[src/rtl/fetch_unit.sv]
// Instruction fetch stage: sequences the PC, strobes the combinational
// instruction memory, captures the word into IR and offers it to decode
// over a valid/ready handshake. Runs PROG_LEN words once, or loops forever.
module fetch_unit #(
    parameter int unsigned ADDR_W   = 2,
    parameter int unsigned DATA_W   = 8,
    parameter int unsigned PROG_LEN = 4,
    parameter bit          LOOP     = 1'b0
) (
    input  logic              clk,
    input  logic              rst,
    input  logic              start,
    input  logic              halt,
    output logic [ADDR_W-1:0] im_addr,
    output logic              im_cs,
    input  logic [DATA_W-1:0] im_data,
    output logic              inst_valid,
    input  logic              inst_ready,
    output logic [DATA_W-1:0] inst,
    output logic [1:0]        r1,
    output logic [1:0]        r2,
    output logic [1:0]        wr,
    output logic              rfe,
    output logic [ADDR_W-1:0] pc,
    output logic              busy,
    output logic              done
);

    localparam int unsigned       CNT_W    = $clog2(PROG_LEN + 1);
    localparam logic [CNT_W-1:0]  LAST_CNT = CNT_W'(PROG_LEN - 1);
    localparam logic [CNT_W-1:0]  MAX_CNT  = CNT_W'(PROG_LEN);

    typedef enum logic [1:0] {
        S_IDLE  = 2'd0,
        S_FETCH = 2'd1,
        S_ISSUE = 2'd2,
        S_DONE  = 2'd3
    } state_t;

    state_t             state_q;
    state_t             state_d;
    logic [CNT_W-1:0]   count_q;
    logic               valid_d;
    logic               fetch_c;
    logic               clear_c;
    logic               count_inc_c;
    logic               last_c;

    // The transfer in flight is the final one of a non-looping run
    assign last_c = !LOOP && (count_q == LAST_CNT);

    // Next-state and fetch control; halt overrides everything else
    always_comb begin
        state_d     = state_q;
        valid_d     = inst_valid;
        fetch_c     = 1'b0;
        clear_c     = 1'b0;
        count_inc_c = 1'b0;
        if (halt) begin
            state_d = S_IDLE;
            valid_d = 1'b0;
            clear_c = 1'b1;
        end else begin
            case (state_q)
                S_IDLE: begin
                    if (start) begin
                        state_d = S_FETCH;
                        clear_c = 1'b1;
                    end
                end
                S_FETCH: begin
                    fetch_c = 1'b1;
                    valid_d = 1'b1;
                    state_d = S_ISSUE;
                end
                S_ISSUE: begin
                    if (inst_ready) begin
                        count_inc_c = 1'b1;
                        if (last_c) begin
                            state_d = S_DONE;
                            valid_d = 1'b0;
                        end else begin
                            // back-to-back fetch in the same cycle as the transfer
                            fetch_c = 1'b1;
                        end
                    end
                end
                S_DONE: begin
                    if (start) begin
                        state_d = S_FETCH;
                        clear_c = 1'b1;
                    end
                end
                default: begin
                    state_d = S_IDLE;
                    valid_d = 1'b0;
                    clear_c = 1'b1;
                end
            endcase
        end
    end

    // State, valid flag, PC and issue counter
    always_ff @(posedge clk or posedge rst) begin
        if (rst) begin
            state_q    <= S_IDLE;
            inst_valid <= 1'b0;
            pc         <= '0;
            count_q    <= '0;
        end else begin
            state_q    <= state_d;
            inst_valid <= valid_d;
            if (clear_c) begin
                pc      <= '0;
                count_q <= '0;
            end else begin
                if (fetch_c) begin
                    pc <= pc + ADDR_W'(1);
                end
                // saturates at PROG_LEN; only meaningful when not looping
                if (count_inc_c && (count_q != MAX_CNT)) begin
                    count_q <= count_q + CNT_W'(1);
                end
            end
        end
    end

    // Instruction register: captures memory data only on a strobed fetch
    always_ff @(posedge clk or posedge rst) begin
        if (rst) begin
            inst <= '0;
        end else if (fetch_c) begin
            inst <= im_data;
        end
    end

    // Memory strobe and address; strobe is never raised without a capture
    assign im_cs   = fetch_c;
    assign im_addr = pc;

    // Field decode straight off the IR
    assign r1  = inst[7:6];
    assign r2  = inst[5:4];
    assign wr  = inst[3:2];
    assign rfe = inst[1];

    // Status decode
    assign busy = (state_q == S_FETCH) || (state_q == S_ISSUE);
    assign done = (state_q == S_DONE);

endmodule

[config.mk]
export PLATFORM = sky130hd
export DESIGN_NAME = fetch_unit
export DESIGN_NICKNAME = d
export VERILOG_FILES = /design/src/rtl/fetch_unit.sv
export SDC_FILE = /design/constraint.sdc
export NUM_CORES = 1
export LEC_CHECK = 0
export ABC_AREA = 1
export CAP_MARGIN = 20
export CORE_MARGIN = 2
export CORE_UTILIZATION = 36
export CTS_BUF_LIST = sky130_fd_sc_hd__clkbuf_8
export CTS_CLUSTER_DIAMETER = 100
export DETAILED_ROUTE_END_ITERATION = 10
export GPL_TIMING_DRIVEN = 0
export PLACE_DENSITY = 0.69
export SLEW_MARGIN = 20
export SYNTH_ARGS = -nofsm -noshare
export SYNTH_HDL_FRONTEND = slang
export SYNTH_SLANG_ARGS = --single-unit
[constraint.sdc]
create_clock -name clk -period 2.2 [get_ports clk]
set_input_delay 0.66 -clock clk [delete_from_list [all_inputs] [get_ports clk]]
set_output_delay 0.66 -clock clk [all_outputs]
set_load 0.02 [all_outputs]
=== Yosys cells after proc, flatten, opt, wreduce, memory -nomap -nowiden ===
Index checks and enable logic that the tools add are counted.

* Register bits: 16
* Output and inout port bits: 23
* Logic and storage cells: 47

* Reduce and logical (&&, ||, !) cells: 9
* Multiplexer cells: 23
* Equality and inequality tests: 8
* Add/subtract/negate cells: 2

{| class="wikitable"
|+ Operator list
! operator !! number
|-
| $mux W1 || 12
|-
| $mux W2 || 6
|-
| $ne A3 B3 Y1 const B || 3
|-
| $mux W3 || 2
|-
| $pmux W2 S3 || 1
|-
| $reduce_and A3 Y1 || 2
|-
| $eq A2 B2 Y1 const B || 2
|-
| $pmux W1 S2 || 2
|-
| $reduce_bool A2 Y1 || 2
|-
| $add A3 B1 Y3 const B || 1
|-
| $eq A3 B2 Y1 const B || 1
|-
| $ne A3 B1 Y1 const B || 1
|-
| $reduce_bool A3 Y1 || 1
|-
| $add A2 B1 Y2 const B || 1
|-
| $eq A2 B1 Y1 const B || 1
|-
| $logic_not A2 Y1 || 1
|-
| $reduce_or A2 Y1 || 1
|-
| $logic_and A1 B1 Y1 || 1
|-
| $logic_or A1 B1 Y1 || 1
|}

=== Depth between registers and ports, before layout ===
Gate-level depths: netlist of run 1.

* Depth in word-level cells: 7
* Depth in mapped cells: 10

=== Worst setup path before layout of run 1 ===
No wires, ideal clock.

* Kind: register to output
* Start: register state_q[0]
* End: output port im_cs
* Buffers on the path: 0
* Data required time: 1.540 ns
* Arrival time: 1.199 ns
* Stages on the path, launching flop included: 6
* Slack: 0.341 ns
* Cell sequence: dfrtp_1 -> inv_1 -> ha_1 -> nor2_2 -> nand2_2 -> inv_2

* Word-level cells in the longest chain between the ends: 3

{| class="wikitable"
|+ RTL lines
! what !! line !! source
|-
| from (decl) || 40 || <nowiki>state_t state_q;</nowiki>
|-
| from (signal assigned) || 111 || <nowiki>state_q <= state_d;</nowiki>
|-
| $eq A2 B2 Y1 / $eq A2 B1 Y1 (equally long branches) || 64 || <nowiki>case (state_q)</nowiki>
|-
| $pmux W1 S2 (*) || 64 ||
|-
| $mux W1 (*) || 59 || <nowiki>if (halt) begin</nowiki>
|-
| to (decl) || 15 || <nowiki>output logic im_cs,</nowiki>
|}

Mark *: on every way between the ends. The rest lies on a longest branch, timed or not.

=== Final worst setup path of run 1 ===
* Start: register count_q[0]
* End: output port im_cs

* Word-level cells in the longest chain between the ends: 5

{| class="wikitable"
|+ RTL lines
! what !! line !! source
|-
| from (decl) || 42 || <nowiki>logic [CNT_W-1:0] count_q;</nowiki>
|-
| from (signal assigned) || 122 || <nowiki>count_q <= count_q + CNT_W'(1);</nowiki>
|-
| $eq A3 B2 Y1 || 50 || <nowiki>assign last_c = !LOOP && (count_q == LAST_CNT);</nowiki>
|-
| $mux W1 || 79 || <nowiki>if (last_c) begin</nowiki>
|-
| $mux W1 || 77 || <nowiki>if (inst_ready) begin</nowiki>
|-
| $pmux W1 S2 || 64 ||
|-
| $mux W1 || 59 ||
|}

No other way between the ends.

==> results of run 1 <==
-- per-stage QoR --
stage	hold slack [ps]	instance area (um^2)
floorplan	529	897
global placement	473	1280
detailed placement	476	1280
CTS	492	1350
global route	526	1370
finish	492	1370
-- per-layer routing --
layer | GRT usage, % | routed length (um)
met1 | 16.5 | 824
met5 | 0 | 0
met2 | 25.4 | 852
met4 | 8.97 | 45
met3 | 2.50 | 154
-- path summary, 6_finish.rpt --
path,start,end,slack [ps],depth (start not counted)
worst min-delay path,inst[0]$_DFFE_PP0P_,inst[0]$_DFFE_PP0P_,490,2
worst max register to register,count_q[0]$_DFFE_PP0P_,inst[7]$_DFFE_PP0P_,800,10
min in group asynchronous,rst,state_q[1]$_DFFE_PP0P_,770,2
worst max-delay path,count_q[0]$_DFFE_PP0P_,im_cs,80,8
worst min register to register,inst[0]$_DFFE_PP0P_,inst[0]$_DFFE_PP0P_,490,2
max in group asynchronous,rst,count_q[1]$_DFFE_PP0P_,1030,2
-- power groups by stage --
| stage | Sequential (mW) | Combinational (mW) | Clock [mW] |
|---|---|---|---|
| final | 0.494 | 1.13 | 0.268 |
| after floorplan | 0.584 | 0.547 | 0 |
| after CTS | 0.490 | 1.11 | 0.274 |
| after global routing | 0.507 | 1.24 | 0.288 |
| after detailed placement | 0.494 | 1.09 | 0 |
| after global placement | 0.490 | 1.07 | 0 |
-- synthesized netlist by cell type --
master and instances:
nand2_1 37, dfrtp_1 16, inv_1 13, buf_4 9, ha_1 7, nand3_1 7
nor2_1 5, o21ai_0 5, nand2_2 2, a21oi_1 1, a21oi_4 1, a22oi_1 1
buf_6 1, inv_2 1, nand4_1 1, nor2_2 1, or2_2 1
-- final cells by class --
type                            count  area [um^2]
Buffer                             10         78.8
Tap cell                           30         37.5
Fill cell                         226         1040
Multi-Input combinational cell     69          395
Inverter                           14         55.1
Clock buffer                        4         55.1
Timing Repair Buffer               36          352
Sequential cell                    16          400
-- sequential cells by signal, summed over array words and instances, names as in the netlist --
name and flops:
inst 8, count_q 3, im_addr 2, state_q 2
inst_valid 1
-- cell usage in the layout (no fill, tap or decap), drive strengths merged --
master         synthesis  routed
a21oi                  2       2
a22oi                  1       1
buf                   10      12
clkbuf                 0       4
clkdlybuf4s50          0      31
dfrtp                 16      16
dlygate4sd2            0       3
ha                     7       7
inv                   14      14
nand2                 39      39
nand3                  7       7
nand4                  1       1
nor2                   6       6
o21ai                  5       5
or2                    1       1
-- logic make-up (layout without fill, tap and decap cells) --
group                    Yosys count  in the layout  share of synthesized area [%]
AND/OR/NAND/NOR                   54             54                           25.0
AO/OA/AOI/OAI                      8              8                           6.00
buffers and inverters             24             64                           14.6
flip-flops                        16             16                           44.6
adder cells (fa/ha/maj)            7              7                           9.76
-- repair_timing --
item / in CTS / in global routing
cloned: 0 / 0
setup buffers: 1 / 0
pin swaps: 0 / 1
resized for setup: 12 / 4
setup endpoints to repair: 2 / 2
-- tightest hold or removal path: cells and delay by family, from the launching register on --
family        cells  cell delay, ps
flops             1             340
simple gates      2             120
==> impl_metrics.yaml, run 1 <==
place:
  io_buffers: 35
  place_congestion: 0.728
  pre_cts_slack_ps: -747
  dp_hpwl_um: 1420
  dp.cells: 174
pwr:
  power.switching_mw: 0.775
  clkPwrFrac_pct: 14.2
  switching_share_pct: 40.9
  powerDensity_nw_per_um2: 1380
  power_mw: 1.89
  p_int_mw: 1.12
  p_comb_share_pct: 59.8
  pwr-share-seq_pct: 26.1
  ir_drop_v: 0.000788
  p_leak_nw: 0.693
yosys:
  yosys_warnings: 0
  seq_area_frac_synth_pct: 44.6
  yosysTopAreaCell: "dfrtp_1"
  syn_nets: 129
  syn_inst: 109
  synthesis.area_um2: 897
  yosysTopAreaCellShare_pct: 44.6
  ys_ff_latch: 16
  synthDistinctLibCells: 17
  syn_area_per_cell_um2: 8.23
  ys_top_cells_by_area: "dfrtp_1, nand2_1, ha_1, buf_4, inv_1"
routing:
  vias: 797
  wl_per_cell_um: 10.5
  post_drt_via_cell_ratio: 4.45
  drc_errors: 0
  drtPass1Iterations: 4
  drt_iter0_drc: 6
  drt_wl_total_um: 1880
  postRouteAntennaNets: 0
hold_path:
  hold_class: "flop to flop"
sta:
  setup_tns_ps: 0
  post-route-min-period_ps: 2120
  max_slew_margin_pct: 59.6
  worstMarginPinSlew_ps: 606
  fmax_ghz: 0.472
  fin_skew_ps: 8.32
  slew_viol_final: 0
  rsz0062_at_grt: "false"
  min_period_over_period_pct: 96.3
  finalWorstSetupSlack_ps: 82.0
  hold_violations: 0
  finalSetupViolCount: 0
outcome:
  outcome: "finished, final reports clean"
clock_network:
  cts_made_buffers: 3
  root_buffer: "clkbuf_8"
  cts_num_sinks: 16
  cts_tree: "done"
  clk_latency_ps: 260
  htreeDepth: 1
  clockBufferDepth: 2
  cts_hold_buffers: 0
  path_clk_slew_ps: 60
floorplanning:
  start_util_pct: 37.2
  coreArea_um2: 2410
  fp.dieH_um: 53.9
  io_pins: 36
  fp.dieW_um: 53.9
  core.rowCount: 18
  dieArea_um2: 2910
worst_setup_path:
  cpPeakStageDelay_ps: 380
  worst_setup_path_end_kind: "primary output"
  crit_type: "flop to primary output"
  crit_top_cell: "ha_2"
  startpoint_type: "flop"
  cp_max_fo: 3
  slowest_stage: "dfrtp_1"
  cp_cell_sequence: "ha_2, ha_2, inv_1, nand3_1, nand2_2, nand2_4, inv_4, buf_4"
  critical_path_buf_inv_count: 3
  cp_data_arrival_time_ps: 1460
  cp_top_family: "flip-flops"
  worstPathRequired_ps: 1540
grt:
  grt_start_max_net_pins: 17
  grt_pass1_vias: 692
  grt_overflow: 0
  gr-usage-all-layers_pct: 14.6
  grt_pass1_wl_um: 2990
  antenna_found_initial: 0
flow_run:
  drv_cap: 0
layout:
  drive_gt1_share_pct: 17.4
  diodes: 0
  layout.nets: 170
  area_delta_synth_final_pct: 53.1
  fin_cells: 179
  fin_util_pct: 57.0
Note: power is estimated with default switching activity, not from simulation.
==> run 2, diff against run 1 <==
CORE_MARGIN = 1.5   (was 2)
==> run 2 against run 1 <==
Sequential cell count is the same. Die area is 3.7% lower. Sequential power is essentially flat. Final cell count increased by 1.1%. Clock power fell by 6%. Critical path type unchanged. Largest cell class unchanged.
==> impl_metrics.yaml, run 2 (same netlist as run 1, synthesis figures left out) <==
sta:
  worstMarginPinSlew_ps: 598
  finalSetupViolCount: 0
  fmax_ghz: 0.469
  fin_skew_ps: 4.64
  slew_viol_final: 0
  finalWorstSetupSlack_ps: 67.0
  max_slew_margin_pct: 60.1
  setup_tns_ps: 0
  post-route-min-period_ps: 2130
  hold_violations: 0
  min_period_over_period_pct: 97.0
  whs_ps: 484
routing:
  post_drt_via_cell_ratio: 4.46
  drt_iter0_drc: 5
  vias: 808
  wl_per_cell_um: 10.8
  drt_wl_total_um: 1950
  postRouteAntennaNets: 0
  drc_errors: 0
  drtPass1Iterations: 3
pwr:
  p_leak_nw: 0.707
  power_mw: 1.93
  powerDensity_nw_per_um2: 1390
  ir_drop_v: 0.000763
grt:
  grt_pass1_vias: 759
  gr-usage-all-layers_pct: 15.2
  antenna_found_initial: 0
  grt_pass1_wl_um: 3180
  grt_start_max_net_pins: 17
  grt_overflow: 0
worst_setup_path:
  reg2reg_depth: 9
  worstReg2RegEnd: "inst[7]$_DFFE_PP0P_"
  crit_top_cell: "nand2_2"
  cp_cell_sequence: "ha_1, ha_2, inv_1, nand3_1, nand2_2, nand2_2, inv_4, buf_4"
  r2r_start: "count_q[0]$_DFFE_PP0P_"
  worstPathRequired_ps: 1540
  cp_max_fo: 2
  worst_setup_path_end_kind: "primary output"
  crit_type: "flop to primary output"
  cpPeakStageDelay_ps: 380
  startpoint_type: "flop"
  slowest_stage: "dfrtp_1"
  reg2reg_slack_ps: 770
  cp_data_arrival_time_ps: 1470
place:
  dp.cells: 172
  dp_hpwl_um: 1460
  place_area_um2: 1280
  io_buffers: 35
  place_congestion: 0.758
  pre_cts_slack_ps: -735
layout:
  filler_cell_count: 210
  fin_area_um2: 1390
  final_cell_mix: "nand2_1, clkdlybuf4s50_1, dfrtp_1"
  top_regs: "inst (8), count_q (3)"
  diodes: 0
  seqCellArea_um2: 400
  final_common_cell: "nand2_1"
  drive_gt1_share_pct: 19.0
  regMostFlops: "inst"
  fin_cells: 181
  largest_reg_flops: 8
  layout.nets: 174
  area_delta_synth_final_pct: 55.4
  multi_input_area_um2: 388
  fin_util_pct: 61.2
hold_path:
  hold_start: "inst[0]$_DFFE_PP0P_"
  hold_end: "inst[0]$_DFFE_PP0P_"
  hold_depth: 2
  hold_class: "flop to flop"
floorplanning:
  start_util_pct: 39.4
  fp.dieW_um: 52.9
  coreArea_um2: 2280
  io_pins: 36
  core.rowCount: 17
  fp.dieH_um: 52.9
  dieArea_um2: 2800
flow_run:
  drv_cap: 0
outcome:
  outcome: "finished, final reports clean"
clock_network:
  path_clk_slew_ps: 60
  cts_tree: "done"
  clk_latency_ps: 240
  cts_made_buffers: 3
  cts_hold_buffers: 0
  root_buffer: "clkbuf_8"
  cts_num_sinks: 16
  htreeDepth: 1
  clockBufferDepth: 2
==> run 2: how the worst max path moves through the flow <==
stage                      startpoint    end  depth (start not counted)
2_1_floorplan  state_q[0]$_DFFE_PP0P_  im_cs                          5
3_3_place_gp                     halt  im_cs                          5
3_5_place_dp                     halt  im_cs                          5
4_1_cts        count_q[0]$_DFFE_PP0P_  im_cs                          8
5_1_grt        count_q[0]$_DFFE_PP0P_  im_cs                          8
6_report       count_q[0]$_DFFE_PP0P_  im_cs                          8
==> run 2: critical path, delay by kind of cell (launching register included) <==
family	cells	cell delay, ps
and+or+nand+nor	3	240
DFF	1	380
adders and majority gates	2	380
buffers and inverters	3	240
==> run 2: power breakdown <==
part | internal, mW | switching, mW | leakage [nW] | total (mW)
registers | 0.401 | 0.0933 | 0.208 | 0.495
clock network | 0.158 | 0.0947 | 0.0288 | 0.253
logic | 0.603 | 0.584 | 0.470 | 1.19
==> run 2: what timing repair did <==
item,CTS,global route
pin swaps,0,2
resized for setup,12,2
setup endpoints to repair,2,2
buffers inserted,2,3
==> run 2: final cells by class <==
cell class	instances	area share (%)
inverter	14	3.95
multi-input combinational	69	27.8
timing repair buffer	40	27.4
clock buffer	4	3.95
buffer	10	5.66
sequential	16	28.7
tap	28	2.51
==> run 2: per-layer routing <==
layer	vias up	share of wire [%]	track usage, %
met5	-	0	0
met4	0	0	5.13
met3	0	7.9	3.11
met2	28	47	26.3
met1	366	45	18.8
li1	414	-	-
==> run 3, diff against run 2 <==
CAP_MARGIN = 25   (was 20)
HOLD_SLACK_MARGIN = 0.05   (was default)
==> results of run 3 <==
Same layout as run 2: the final DEF is identical, and so are final timing and power.
